==> config.mk <==
export PLATFORM = sky130hd
export DESIGN_NAME = elevator_car_ctrl
export DESIGN_NICKNAME = d
export VERILOG_FILES = /design/src/rtl/elevator_car_ctrl.sv
export SDC_FILE = /design/constraint.sdc
export NUM_CORES = 1
export LEC_CHECK = 0
export BUFFER_PORTS_ARGS = -buffer_cell sky130_fd_sc_hd__clkbuf_2
export CAP_MARGIN = 10
export CORE_AREA = 2 2 53 92
export DETAILED_ROUTE_END_ITERATION = 7
export DIE_AREA = 0 0 55 94
export SETUP_SLACK_MARGIN = 0.2
export SYNTH_ARGS = -nofsm -noshare
export SYNTH_HDL_FRONTEND = slang
export SYNTH_SLANG_ARGS = --single-unit
==> constraint.sdc <==
create_clock -name clk -period 5.8 [get_ports clk]
set_input_delay 0.87 -clock clk [delete_from_list [all_inputs] [get_ports clk]]
set_output_delay 0.87 -clock clk [all_outputs]
set_load 0.03 [all_outputs]
==> src/rtl/elevator_car_ctrl.sv <==
// 8-floor elevator car controller: call latching, SCAN scheduling, floor stepping and door dwell.
// Optional emergency stop input is compiled in with `define ELEV_ESTOP_EN.
module elevator_car_ctrl #(
    parameter int TRAVEL_CYCLES = 50,
    parameter int DOOR_CYCLES   = 100
) (
    input  logic       clk,
    input  logic       rst_n,
    input  logic [7:0] call_req,
    output logic [2:0] floornum,
    output logic       state,
    output logic       moving,
    output logic       door_open,
    output logic [7:0] pending
`ifdef ELEV_ESTOP_EN
    ,
    input  logic       estop
`endif
);

    localparam int TMAX = (TRAVEL_CYCLES > DOOR_CYCLES) ? TRAVEL_CYCLES : DOOR_CYCLES;
    localparam int TW   = (TMAX > 1) ? $clog2(TMAX) : 1;
    localparam logic [TW-1:0] TRAVEL_LOAD = TW'(TRAVEL_CYCLES - 1);
    localparam logic [TW-1:0] DOOR_LOAD   = TW'(DOOR_CYCLES - 1);

    typedef enum logic [1:0] {
        IDLE       = 2'd0,
        MOVING     = 2'd1,
        DOORS_OPEN = 2'd2
    } fsm_t;

    fsm_t          fsm_q, fsm_d;
    logic [TW-1:0] timer_q, timer_d;
    logic [2:0]    floor_q, floor_d;
    logic          dir_q, dir_d;
    logic [7:0]    pending_q, pending_d;
    logic          moving_q, door_q;
    logic          hold_w;

`ifdef ELEV_ESTOP_EN
    assign hold_w = estop;
`else
    assign hold_w = 1'b0;
`endif

    logic [7:0] above_w, below_w, door_mask_w;
    logic       ahead_w, behind_w;

    for (genvar gi = 0; gi < 8; gi++) begin : g_dir_masks
        assign above_w[gi] = pending_q[gi] && (3'(gi) > floor_q);
        assign below_w[gi] = pending_q[gi] && (3'(gi) < floor_q);
    end

    assign ahead_w     = dir_q ? |below_w : |above_w;
    assign behind_w    = dir_q ? |above_w : |below_w;
    // A call for the open floor only extends the dwell, so it is masked from the latch.
    assign door_mask_w = (fsm_q == DOORS_OPEN) ? (8'd1 << floor_q) : 8'd0;

    always_comb begin
        fsm_d     = fsm_q;
        timer_d   = timer_q;
        floor_d   = floor_q;
        dir_d     = dir_q;
        pending_d = pending_q | (call_req & ~door_mask_w);
        if (!hold_w) begin
            case (fsm_q)
                IDLE: begin
                    if (pending_q[floor_q]) begin
                        fsm_d              = DOORS_OPEN;
                        timer_d            = DOOR_LOAD;
                        pending_d[floor_q] = 1'b0;
                    end else if (ahead_w) begin
                        fsm_d   = MOVING;
                        timer_d = TRAVEL_LOAD;
                    end else if (behind_w) begin
                        fsm_d   = MOVING;
                        timer_d = TRAVEL_LOAD;
                        dir_d   = ~dir_q;
                    end
                end
                MOVING: begin
                    if (timer_q == '0) begin
                        floor_d = dir_q ? floor_q - 3'd1 : floor_q + 3'd1;
                        if (pending_q[floor_d]) begin
                            fsm_d              = DOORS_OPEN;
                            timer_d            = DOOR_LOAD;
                            pending_d[floor_d] = 1'b0;
                        end else begin
                            timer_d = TRAVEL_LOAD;
                        end
                    end else begin
                        timer_d = timer_q - 1'b1;
                    end
                end
                DOORS_OPEN: begin
                    if (call_req[floor_q]) begin
                        timer_d = DOOR_LOAD;
                    end else if (timer_q == '0) begin
                        fsm_d = IDLE;
                    end else begin
                        timer_d = timer_q - 1'b1;
                    end
                end
                default: fsm_d = IDLE;
            endcase
        end
    end

    always_ff @(posedge clk or negedge rst_n) begin
        if (!rst_n) begin
            fsm_q     <= IDLE;
            timer_q   <= '0;
            floor_q   <= 3'd0;
            dir_q     <= 1'b0;
            pending_q <= 8'd0;
            moving_q  <= 1'b0;
            door_q    <= 1'b0;
        end else begin
            fsm_q     <= fsm_d;
            timer_q   <= timer_d;
            floor_q   <= floor_d;
            dir_q     <= dir_d;
            pending_q <= pending_d;
            moving_q  <= (fsm_d == MOVING) && !hold_w;
            door_q    <= (fsm_d == DOORS_OPEN);
        end
    end

    assign floornum  = floor_q;
    assign state     = dir_q;
    assign moving    = moving_q;
    assign door_open = door_q;
    assign pending   = pending_q;

endmodule

==> flow_metrics.env <==
export IMPL_grt_pass1_wl_um=8780
export IMPL_drive_gt1_share_pct=17.7
export IMPL_synth_seq_cells=23
export IMPL_crit_path_end_kind="flop"
export IMPL_cts_tree="built"
export IMPL_post_cts_buffers=0
export IMPL_synth_cells=224
export IMPL_dieArea_mm2=0.00517
export IMPL_htreeDepth=1
export IMPL_layout_common_cells="a21oi_1 (27), dfrtp_1 (23), clkbuf_2 (23)"
export IMPL_combPwrFrac_pct=65.0
export IMPL_postRouteAntennaNets=0
export IMPL_setup_viol=0
export IMPL_ys_top_cells_by_area="dfrtp_1 (30%), ha_1 (7.7%), a21oi_1 (7.0%)"
export IMPL_place_hpwl_um=4290
export IMPL_grt_max_degree=26
export IMPL_switchingPower_uw=672
export IMPL_crit_start="floornum[0]$_DFFE_PN0P_"
export IMPL_seqPwrFrac_pct=26.8
export IMPL_drt_iter0_drc=66
export IMPL_synthArstFlopShare_pct=100
export IMPL_core_area_mm2=0.00440
export IMPL_io_pins=24
export IMPL_max_freq_mhz=302
export IMPL_ys_types=56
export IMPL_post_route_min_period_ns=3.31
export IMPL_status="complete, no violations"
export IMPL_p_per_area_mw_per_mm2=599
export IMPL_wl_um=5660
export IMPL_globalRoute_totalOverflow=0
export IMPL_p_sw_share_pct=52.8
export IMPL_die_w_um=55
export IMPL_max_cap_viol_count=0
export IMPL_crit_type="reg2reg"
export IMPL_vias=1883
export IMPL_antenna_found_initial=0
export IMPL_path_clk_slew_ns=0.09
export IMPL_p_int_uw=600
export IMPL_synth_edff_count=0
export IMPL_drv_slew=0
export IMPL_busiest_layer="met2"
export IMPL_syn_avg_cell_area_um2=8.66
export IMPL_dpl_cell_count=290
export IMPL_reg2reg_from="floornum[0]$_DFFE_PN0P_"
export IMPL_worst_endpoint_arrival_ns=3.42
export IMPL_root_buffer="clkbuf_8"
export IMPL_numCtsBuffers=3
export IMPL_viasPerCell=6.40
export IMPL_final_common_cell="a21oi_1"
export IMPL_cts_buffer_depth=2
export IMPL_clkSinkCount=23
export IMPL_cts_hold_buf=0
export IMPL_synth_warnings=0
export IMPL_met1_usage_pct=23.4
export IMPL_synth_top_area_share_pct=29.7
export IMPL_place_congestion=0.888
export IMPL_clkLatencyLatePin_ns=0.27
export IMPL_n_antenna_cell=0
export IMPL_placedInstanceArea_mm2=0.00208
export IMPL_dieHeight_um=94
export IMPL_seq_area_frac_synth_pct=29.7
export IMPL_fin_crit_sh_pct=57.2
export IMPL_grt_total_usage_pct=23.3
export IMPL_num_rows=32
export IMPL_instances_no_fill=294
export IMPL_synthToLayoutAreaGrowth_pct=9.54
export IMPL_min_delay_start="timer_q[1]$_DFFE_PN0P_"
export IMPL_rsz0062_at_grt="false"
export IMPL_grt_pass1_vias=1861
export IMPL_worstMarginPinSlew_ns=0.869
export IMPL_synth_top_area_cell="dfrtp_1"
export IMPL_met3_usage_pct=2.23
export IMPL_met2_usage_pct=44.7
export IMPL_hold_path_class="reg2reg"
export IMPL_final_net_count=266
export IMPL_relSlewSlack_pct=42.1
export IMPL_port_buffers=23
export IMPL_fin_setup_tns_ns=0
export IMPL_post_cts_resize_count=0
export IMPL_hold_viol_final=0
export IMPL_synth_ff_type="dfrtp_1"
export IMPL_drt_wirelength_per_cell_um=19.2
export IMPL_fin_skew_ns=0.00261
export IMPL_syn_cell_area_mm2=0.00194
export IMPL_first_pass_iters=4
export IMPL_cp_max_fo=25
export IMPL_fin_util_pct=48.3
export IMPL_leakage_uw=0.000877
export IMPL_ir_worst_vdd_mv=0.292
export IMPL_cp_required_ns=5.91
export IMPL_clkPwrFrac_pct=8.1
export IMPL_start_util_pct=44.1
export IMPL_drcViolationCount=0
export IMPL_start_kind="flop"
export IMPL_syn_nets=246
export IMPL_final_area_mm2=0.00213
-- area by class of cell --
class	instances	area [um^2]
repair buffers	23	115
fillers	443	2280
flip-flops and latches	23	576
clock buffers	4	45.0
well taps	51	63.8
multi-input cells	177	1260
inverters	16	62.6
-- power groups by stage --
stage,registers (uW),logic [uW],clock network (uW)
finish,341,827,104
global route,352,901,112
CTS,338,823,107
detailed placement,342,818,0
global placement,343,816,0
floorplan,357,585,0
-- worst paths after layout --
| kind | slack (ns) | cells after the start | endpoint |
|---|---|---|---|
| hold / removal | 0.55 | 1 | timer_q[1]$_DFFE_PN0P_ |
| setup / recovery | 2.49 | 8 | pending[7]$_DFF_PN0_ |
| hold reg to reg | 0.55 | 1 | timer_q[1]$_DFFE_PN0P_ |
| max in group asynchronous | 4.81 | 1 | pending[4]$_DFF_PN0_ |
| setup reg to reg | 2.49 | 8 | pending[7]$_DFF_PN0_ |
| min in group asynchronous | 0.60 | 1 | timer_q[5]$_DFFE_PN0P_ |
-- kinds of logic after synthesis --
group	after synthesis	share of synthesized area [%]
buffers and inverters	24	5.22
AOI/OAI and AO/OA	80	27.4
and+or+nand+nor	65	17.9
xor gates and xnor gates	4	1.81
DFF	23	29.7
adders and majority gates	12	7.74
muxes	16	10.3
-- cells in the mapped netlist (2+ instances only) --
cell       instances
a21o_1             2
a21oi_1           27
a221o_1            2
a31oi_1            3
a32o_1             3
and2_1             3
buf_4              2
clkbuf_1           5
dfrtp_1           23
ha_1              12
inv_1             15
mux2_1             2
mux2_2             6
mux2i_1            5
mux4_2             2
nand2_1           15
nand2b_1           2
nand3_1            8
nor2_1            13
nor2b_1            3
nor3_1            10
nor3_2             2
o21ai_0           12
o221ai_1           2
o22ai_1            7
o2bb2ai_1          3
o31ai_1            3
or4_1              2
xnor2_1            3
-- layer usage --
layer	part of all wire, %	vias up
li1	-	884
met1	36	918
met2	57	65
met3	3.7	16
met4	3.4	0
met5	0	-
-- flip-flops by register name (all words and copies together), names as in the netlist --
signal and cells:
pending 8, fsm_q 2, floornum 3, moving 1
state 1, door_open 1, timer_q 7
-- per-stage QoR --
stage          total power [uW]  hold slack [ns]  setup slack (ns)
2_1_floorplan               942            0.506              2.95
3_3_place_gp               1160            0.528              2.62
3_5_place_dp               1160            0.536              2.50
4_1_cts                    1270            0.556              2.49
5_1_grt                    1360            0.588              2.24
6_report                   1270            0.554              2.49
-- worst max-delay path, stage by stage (launching register included) --
cell and delay, ns:
dfrtp_1 0.92, inv_4 0.17, ha_1 0.35, xor2_1 0.33
mux4_2 0.27, mux2_4 0.19, nand3_1 0.08, a21oi_1 0.67
a21oi_1 0.17
Note: power is estimated with default switching activity, not from simulation.
